[src/rtl/tracesys_pkg.sv]
// Shared types and constants for the trace-system capture path.
package tracesys_pkg;

    localparam int unsigned TRACE_ADDR_W = 13;
    localparam int unsigned TRACE_DATA_W = 32;
    localparam int unsigned TRACE_DEPTH  = 2 ** TRACE_ADDR_W;
    localparam int unsigned BE_W         = 4;
    localparam logic [BE_W-1:0] BE_ALL   = 4'hF;

    typedef enum logic [1:0] {
        ST_IDLE    = 2'd0,
        ST_ARMED   = 2'd1,
        ST_CAPTURE = 2'd2,
        ST_DONE    = 2'd3
    } state_e;

endpackage

[src/rtl/tracesys_wr_stage.sv]
// One-stage registered Avalon-MM write initiator; a beat presented on wr_en
// appears on the memory port in the following cycle.
module tracesys_wr_stage
    import tracesys_pkg::*;
#(
    parameter int unsigned ADDR_W = TRACE_ADDR_W,
    parameter int unsigned DATA_W = TRACE_DATA_W
) (
    input  logic              clk,
    input  logic              reset_n,
    input  logic              wr_en,
    input  logic [ADDR_W-1:0] wr_addr,
    input  logic [DATA_W-1:0] wr_data,
    output logic [ADDR_W-1:0] mem_address,
    output logic [BE_W-1:0]   mem_byteenable,
    output logic              mem_chipselect,
    output logic              mem_write,
    output logic [DATA_W-1:0] mem_writedata
);

    always_ff @(posedge clk or negedge reset_n) begin
        if (!reset_n) begin
            mem_address    <= '0;
            mem_byteenable <= '0;
            mem_chipselect <= 1'b0;
            mem_write      <= 1'b0;
            mem_writedata  <= '0;
        end else begin
            mem_write      <= wr_en;
            mem_chipselect <= wr_en;
            mem_byteenable <= BE_ALL;
            if (wr_en) begin
                mem_address   <= wr_addr;
                mem_writedata <= wr_data;
            end
        end
    end

endmodule

[src/rtl/tracesys_capture_writer.sv]
// Fills trace memory from an Avalon-ST capture stream under arm/trigger/abort
// control. Define TRACESYS_WRAP_EN for circular pre-trigger history capture.
module tracesys_capture_writer
    import tracesys_pkg::*;
#(
    parameter int unsigned ADDR_W    = TRACE_ADDR_W,
    parameter int unsigned DATA_W    = TRACE_DATA_W,
    parameter int unsigned DEPTH     = TRACE_DEPTH,
    parameter int unsigned POST_TRIG = 4096
) (
    input  logic              clk,
    input  logic              reset_n,
    input  logic              arm,
    input  logic              trigger,
    input  logic              abort,
    input  logic              snk_valid,
    input  logic [DATA_W-1:0] snk_data,
    output logic              snk_ready,
    output logic [ADDR_W-1:0] mem_address,
    output logic [BE_W-1:0]   mem_byteenable,
    output logic              mem_chipselect,
    output logic              mem_write,
    output logic [DATA_W-1:0] mem_writedata,
    output logic              busy,
    output logic              done,
    output logic [ADDR_W-1:0] wr_ptr,
    output logic [ADDR_W-1:0] trig_addr,
    output logic [ADDR_W:0]   beat_count,
    output logic              overflow
);

`ifdef TRACESYS_WRAP_EN
    localparam bit WRAP_EN = 1'b1;
`else
    localparam bit WRAP_EN = 1'b0;
`endif
    localparam int unsigned CNT_W = ADDR_W + 1;
    localparam int unsigned LIMIT = WRAP_EN ? POST_TRIG : DEPTH;

    state_e           state;
    state_e           state_nxt;
    logic             accept;
    logic             wr_en;
    logic             start;
    logic             last_beat;
    logic [CNT_W-1:0] post_cnt;

    assign accept    = snk_valid & snk_ready;
    assign start     = ((state == ST_IDLE) | (state == ST_DONE)) & arm & ~abort;
    assign last_beat = (post_cnt == CNT_W'(LIMIT - 1));

    // ARMED beats are only stored when building pre-trigger history
    always_comb begin
        wr_en = accept & ((state == ST_CAPTURE) | (WRAP_EN & (state == ST_ARMED)));
    end

    always_ff @(posedge clk or negedge reset_n) begin
        if (!reset_n) state <= ST_IDLE;
        else          state <= state_nxt;
    end

    always_comb begin
        state_nxt = state;
        if (abort) begin
            state_nxt = ST_IDLE;
        end else begin
            case (state)
                ST_IDLE, ST_DONE: if (arm)               state_nxt = ST_ARMED;
                ST_ARMED:         if (trigger)           state_nxt = ST_CAPTURE;
                ST_CAPTURE:       if (accept & last_beat) state_nxt = ST_DONE;
                default:          state_nxt = ST_IDLE;
            endcase
        end
    end

    always_comb begin
        snk_ready = 1'b0;
        busy      = 1'b0;
        done      = 1'b0;
        case (state)
            ST_ARMED, ST_CAPTURE: begin
                snk_ready = 1'b1;
                busy      = 1'b1;
            end
            ST_DONE: done = 1'b1;
            default: ;
        endcase
    end

    // Write pointer wraps naturally since DEPTH == 2**ADDR_W
    always_ff @(posedge clk or negedge reset_n) begin
        if (!reset_n) begin
            wr_ptr     <= '0;
            beat_count <= '0;
            post_cnt   <= '0;
        end else if (start) begin
            wr_ptr     <= '0;
            beat_count <= '0;
            post_cnt   <= '0;
        end else if (wr_en) begin
            wr_ptr <= wr_ptr + ADDR_W'(1);
            if (beat_count != CNT_W'(DEPTH)) beat_count <= beat_count + CNT_W'(1);
            if (state == ST_CAPTURE)         post_cnt   <= post_cnt + CNT_W'(1);
        end
    end

`ifdef TRACESYS_WRAP_EN
    always_ff @(posedge clk or negedge reset_n) begin
        if (!reset_n) begin
            trig_addr <= '0;
            overflow  <= 1'b0;
        end else if (start) begin
            trig_addr <= '0;
            overflow  <= 1'b0;
        end else begin
            if ((state == ST_ARMED) & trigger & ~abort) trig_addr <= wr_ptr;
            if (wr_en & (state == ST_ARMED) & (wr_ptr == '1)) overflow <= 1'b1;
        end
    end
`else
    assign trig_addr = '0;
    assign overflow  = 1'b0;
`endif

    tracesys_wr_stage #(
        .ADDR_W (ADDR_W),
        .DATA_W (DATA_W)
    ) u_wr_stage (
        .clk            (clk),
        .reset_n        (reset_n),
        .wr_en          (wr_en),
        .wr_addr        (wr_ptr),
        .wr_data        (snk_data),
        .mem_address    (mem_address),
        .mem_byteenable (mem_byteenable),
        .mem_chipselect (mem_chipselect),
        .mem_write      (mem_write),
        .mem_writedata  (mem_writedata)
    );

endmodule

[config.mk]
export PLATFORM = sky130hd
export DESIGN_NAME = tracesys_capture_writer
export DESIGN_NICKNAME = d
export VERILOG_FILES = /design/src/rtl/tracesys_pkg.sv /design/src/rtl/tracesys_wr_stage.sv /design/src/rtl/tracesys_capture_writer.sv
export SDC_FILE = /design/constraint.sdc
export NUM_CORES = 1
export LEC_CHECK = 0
export CAP_MARGIN = 20
export CORE_MARGIN = 5
export CORE_UTILIZATION = 54
export CTS_BUF_LIST = sky130_fd_sc_hd__clkbuf_4 sky130_fd_sc_hd__clkbuf_8 sky130_fd_sc_hd__clkbuf_16
export CTS_CLUSTER_SIZE = 25
export DETAILED_ROUTE_END_ITERATION = 8
export DONT_BUFFER_PORTS = 1
export PLACE_DENSITY = 0.69
export SLEW_MARGIN = 20
export SYNTH_ARGS = -nofsm -noshare
export SYNTH_HDL_FRONTEND = slang
export SYNTH_HIERARCHICAL = 1
export SYNTH_SLANG_ARGS = --single-unit
[constraint.sdc]
create_clock -name clk -period 3.15 [get_ports clk]
set_input_delay 0.315 -clock clk [delete_from_list [all_inputs] [get_ports clk]]
set_output_delay 0.315 -clock clk [all_outputs]
set_load 0.03 [all_outputs]
==> results of run 1 <==
## kinds of logic after synthesis
| family | after synthesis | synth area share |
|---|---|---|
| compound gates | 39 | 0.0537 |
| xor+xnor | 25 | 0.0499 |
| fa+ha+maj | 7 | 0.0200 |
| buf+inv | 42 | 0.0739 |
| flops | 90 | 0.514 |
| mux | 45 | 0.150 |
| other cells | 2 | 0.00171 |
| simple gates | 108 | 0.137 |
## registers in the layout, summed over array words and instances, names as in the netlist
name,count
beat_count,14
u_wr_stage/mem_address,13
post_cnt,14
u_wr_stage/mem_byteenable,1
u_wr_stage/mem_write,1
u_wr_stage/mem_writedata,32
wr_ptr,13
state,2
## through the flow
| stage | hold slack, ns | power (mW) | utilization | setup WS, ns |
|---|---|---|---|---|
| 6_report | 0.0287 | 3.83 | 0.587 | 0.893 |
| 5_1_grt | 0.0147 | 4.01 | 0.587 | 0.689 |
| 4_1_cts | 0.00736 | 3.87 | 0.586 | 0.869 |
| 3_5_place_dp | 0.0218 | 3.02 | 0.554 | 0.885 |
| 3_3_place_gp | 0.0214 | 3.00 | 0.554 | 0.984 |
| 2_1_floorplan | 0.0194 | 2.92 | - | 1.28 |
## repair_timing
item                                   CTS  global route
hold buffers                             2             1
resized for setup                        0             0
endpoints found under the hold margin   90             1
## final cells by class
cell class                      instances  area share
Clock buffer                           10      0.0300
Clock inverter                          6      0.0158
Inverter                               11     0.00901
Multi-Input combinational cell        239       0.406
Sequential cell                        90       0.491
Tap cell                              102      0.0278
Timing Repair Buffer                    7      0.0197
## per-layer routing
metal / vias up / wire, um / global-route usage / part of all wire
met5: - / 0 / 0 / 0
met4: 0 / 125 / 0.0622 / 0.015
met3: 19 / 855 / 0.0507 / 0.10
met2: 107 / 3910 / 0.251 / 0.46
met1: 1252 / 3680 / 0.227 / 0.43
li1: 1229 / - / - / -
## cells in the final DEF (no fill, tap or decap), drive strengths merged, types with 2 or more instances in the layout
master,n
or3,6
mux2,45
o31ai,4
dlygate4sd3,2
nand4,14
a211o,2
ha,7
buf,5
xor2,15
a21oi,17
conb,15
nor3,6
and3,5
inv,13
nor4,2
dfrtp,90
nand2,14
clkbuf,10
nor2,27
clkinvlp,3
and4,4
xnor2,10
or4,4
nand3,18
o21ai,11
## path summary, 6_finish.rpt
path,from,end,slack (ns)
setup / recovery,state[0],wr_ptr[11],0.89
hold / removal,abort,state[0],0.03
setup reg to reg,state[0],wr_ptr[11],0.89
hold reg to reg,post_cnt[13],post_cnt[13],0.56
max in group asynchronous,reset_n,beat_count[12],2.27
min in group asynchronous,reset_n,u_wr_stage/mem_writedata[7],0.54
## power groups by stage
stage / Clock [mW] / Sequential [mW] / Combinational, mW
6_report: 0.809 / 2.16 / 0.862
5_1_grt: 0.881 / 2.20 / 0.930
4_1_cts: 0.835 / 2.17 / 0.869
3_5_place_dp: 0 / 2.19 / 0.833
3_3_place_gp: 0 / 2.18 / 0.815
2_1_floorplan: 0 / 2.10 / 0.822
==> reports/metrics.csv, run 1 <==
metric;value;unit
status;completed;
hpwl;6000;um
dr.pass1.iters;4;
multi_input_area;1860;um2
yosys.area.top_type;dfrtp_1;
final_cells;465;
power.density;835;nW/um2
async_reset_ff_frac;1.00;
drive_gt1_frac;0.212;
arrival;2.53;ns
routed_wl;8570;um
finClkSkew;0.00838;ns
worstSetupEndpointType;register;
gp_congestion;0.820;
ios;133;
cp_top_family;simple AND/OR/NAND/NOR gates;
path_class;register to register;
ys_seq_area_frac;0.514;
netlist.area_leader.share;0.514;
clockBufferDepth;2;
syn_inst;358;
period_needed;2.26;ns
antenna_found_initial;0;
fp-row-count;32;
cp_num_cells;7;
drv_cap;0;
period_share;0.716;
final-max-slew-violation-count;0;
clk_pin_slew;0.08;ns
hp-class;input port to register;
power_switching;1.55;mW
synth.most_common_cell;dfrtp_1;
critPathLaunchType;register;
synth_area;4380;um2
drc_errors;0;
cts_root_buffer;clkbuf_8;
hold_depth;1;
ys.flop_type;dfrtp_1;
internal_power;2.28;mW
design_area;4580;um2
clock_latency;0.35;ns
antenna_left;0;
synth.distinct_cells;46;
setup_tns;0;ns
drt_iter0_drc;54;
die_area;10000;um2
synth_edf_count;0;
critPathRequiredTime;3.42;ns
dpl_cell_area;4330;um2
seqPwrFrac;0.563;
crit_fanout;17;
regArea;2250;um2
portBuffers;0;
grtUsageTotal;0.166;
synth_area_leaders;dfrtp_1 51%, mux2_4 14%, buf_4 3.4%;
grt_first_pass_wirelength;13300;um
cts.sinks;90;
postCtsSetupRepairBufs;0;
cts_buffers;9;
leakage;2.08;nW
rsz0062_at_grt;no;
diodes;0;
slew-limit-headroom;0.310;
area_growth;4.54;%
synthTopCellsByCount;90 x dfrtp_1, 40 x mux2_4, 27 x nor2_1, 20 x buf_4, 17 x nand3_1;
r2r_cells;7;
setup_viol;0;
swShare;0.405;
die_y;100;um
avgViaCountPerCell;5.61;
cts_tree;built;
cts_htree_levels;3;
cp_slowest_stage_delay;0.42;ns
grt.overflow.total;0;
clkPwrFrac;0.211;
ys_warn_count;6;
syn_area_per_cell;12.2;um2
combPwrFrac;0.225;
crit_chain;inv_1, ha_1, nand2_1, inv_2, nand2_1, or4_1, a21oi_1;
vias;2607;
finalHoldViolations;0;
fmax;443;MHz
grt_max_degree;91;
wl_per_cell;18.4;um
nets;403;
core_area;7810;um2
initial_core_util;0.562;
fillers;645;
fp.dieW;100;um
critPathBufInv;2;
ir_drop;0.565;mV
ys_ff_latch;90;
tightest_slew;1.04;ns
cp_common_cell;nand2_1;
worst_path_max_delay_cell;dfrtp_1;
dp_cells;446;
first_global_vias;2494;
(Power assumes the default switching activity.)
==> run 2, diff against run 1 <==
==> constraint.sdc (replaced) <==
create_clock -name clk -period 2.1 [get_ports clk]
set_input_delay 0.21 -clock clk [delete_from_list [all_inputs] [get_ports clk]]
set_output_delay 0.21 -clock clk [all_outputs]
set_load 0.03 [all_outputs]
==> reports/metrics.csv, run 2 (synthesized netlist as in run 1, its figures left out) <==
metric;value;unit;change
critPathLaunchType;register;;
ios;133;;unchanged
wl_met3;959;um;+12%
dr.pass1.iters;4;;unchanged
rsz0062_at_grt;no;;
postCtsSetupRepairBufs;0;;unchanged
largest_register_ffs;32;;unchanged
avgViaCountPerCell;5.53;;-1.4%
hold_buffers;33;;+31
tightest_slew;0.545;ns;-0.490 ns
area_growth;15.5;%;
layout_commonest_cell;dfrtp_1;;
dpl_cell_area;4530;um2;+4.8%
antenna_found_initial;0;;unchanged
grt.overflow.total;0;;unchanged
first_global_vias;2933;;+18%
fp.dieW;100;um;unchanged
gp_congestion;0.780;;-4.9%
worstSetupEndpointType;register;;
drv_cap;0;;unchanged
drt-met1-wl;3810;um;+3.6%
diodes;0;;unchanged
cts_root_buffer;clkbuf_8;;
cts.sinks;90;;unchanged
grt_first_pass_wirelength;15000;um;+13%
hpwl;6270;um;+4.4%
setup_tns;0;ns;unchanged
cts_htree_levels;3;;unchanged
setup_viol;0;;unchanged
highest_layer;met4;;
slew-limit-headroom;0.637;;+0.327
reg_top3;u_wr_stage/mem_writedata x32, beat_count x14, post_cnt x14;;
largest_register;u_wr_stage/mem_writedata;;
regArea;2250;um2;unchanged
critPathRequiredTime;2.38;ns;-1.04 ns
core_area;7810;um2;unchanged
hold_slack;-0.458;ns;-0.487 ns
wl_per_cell;17.9;um;-3.0%
design_area;5060;um2;+10%
crit_fanout;8;;-9
clk_pin_slew;0.09;ns;about the same
period_needed;1.92;ns;-0.339 ns
path_class;register to register;;
finClkSkew;0.00659;ns;-0.00179 ns
clock_latency;0.35;ns;about the same
worst_path_max_delay_cell;or4_1;;
grt_max_degree;91;;unchanged
vias;2879;;+10%
failed_checks;negative hold slack;;
cts_buffers;9;;unchanged
portBuffers;0;;unchanged
leakage;2.34;nW;+13%
nets;459;;+14%
status;finished with violations;;
initial_core_util;0.562;;unchanged
antenna_left;0;;unchanged
cts_tree;built;;
multi_input_area;1860;um2;unchanged
fp-row-count;32;;unchanged
power.density;1160;nW/um2;+39%
fillers;607;;-5.9%
ir_drop;0.622;mV;+10%
period_share;0.913;;+0.197
drt_iter0_drc;83;;+54%
routed_wl;9320;um;+8.7%
final_cells;521;;+12%
arrival;2.20;ns;-0.33 ns
fmax;521;MHz;+18%
drive_gt1_frac;0.243;;+0.0313
die_y;100;um;unchanged
final_cell_mix;90 x dfrtp_1, 40 x mux2_4, 33 x dlygate4sd3_1;;
crit_chain;inv_1, ha_1, nand2_1, buf_4, or4_1, a21oi_1;;
grtUsageTotal;0.187;;+0.0207
cp_slowest_stage_delay;0.51;ns;+0.09 ns
utilization;0.649;;+0.0615
dp_cells;472;;+5.8%
finalHoldViolations;90;;+90
clockBufferDepth;2;;unchanged
hp-class;input port to asynchronous set/reset pin;;
die_area;10000;um2;unchanged
wl_met2;4430;um;+13%
drc_errors;0;;unchanged
final-max-slew-violation-count;0;;unchanged
ctsResizeCount;0;;unchanged
-- run 2: changes by cell type in the layout (fill, tap and decap cells not counted), sizes merged --
cell and delta:
clkinvlp -2, dlygate4sd3 +31, clkbuf -1, buf +25, clkinv +2, inv +1
-- run 2: power breakdown --
| part | switching [mW] | leakage [nW] | total [mW] | internal [mW] |
|---|---|---|---|---|
| clock network | 0.626 | 0.102 | 1.19 | 0.562 |
| logic | 0.727 | 1.05 | 1.54 | 0.811 |
| registers | 1.02 | 1.18 | 3.15 | 2.13 |
| total | 2.37 | 2.34 | 5.87 | 3.50 |
-- run 2: final timing paths --
| kind | to | from | slack, ns | cells past startpoint |
|---|---|---|---|---|
| worst max-delay path | beat_count[3] | state[0] | 0.18 | 6 |
| worst min-delay path | u_wr_stage/mem_writedata[7] | reset_n | -0.46 | 0 |
| worst max register to register | beat_count[3] | state[0] | 0.18 | 6 |
| worst min register to register | post_cnt[1] | post_cnt[1] | 0.55 | 2 |
| max in group asynchronous | u_wr_stage/mem_writedata[20] | reset_n | 2.44 | 0 |
| min in group clk | state[1] | trigger | 0.11 | 3 |
-- run 2: per-layer routing --
layer  up-vias  GRT usage
met1      1408      0.245
met4         0     0.0601
met3        10     0.0667
li1       1334          -
met5         -          0
met2       127      0.291
-- run 2: layout make-up --
class                      count  share of cell area
multi-input combinational    239               0.368
clock buffer                   9              0.0245
inverter                      11             0.00815
timing repair buffer          63               0.115
sequential                    90               0.445
tap                          102              0.0252
clock inverter                 7              0.0151
-- run 2: metrics by stage --
stage | power [mW] | setup WS (ns)
4_1_cts | 5.91 | 0.181
6_report | 5.87 | 0.182
3_3_place_gp | 4.59 | 0.244
2_1_floorplan | 4.38 | 0.227
5_1_grt | 6.16 | 0.0680
3_5_place_dp | 4.64 | 0.190
-- run 2: critical path: cells and delay by family (launching register included) --
| family | cells | cell delay [ns] |
|---|---|---|
| AOI/OAI and AO/OA | 1 | 0.16 |
| adders and majority gates | 1 | 0.32 |
| buffers and inverters | 2 | 0.27 |
| DFF | 1 | 0.42 |
| and+or+nand+nor | 2 | 0.68 |
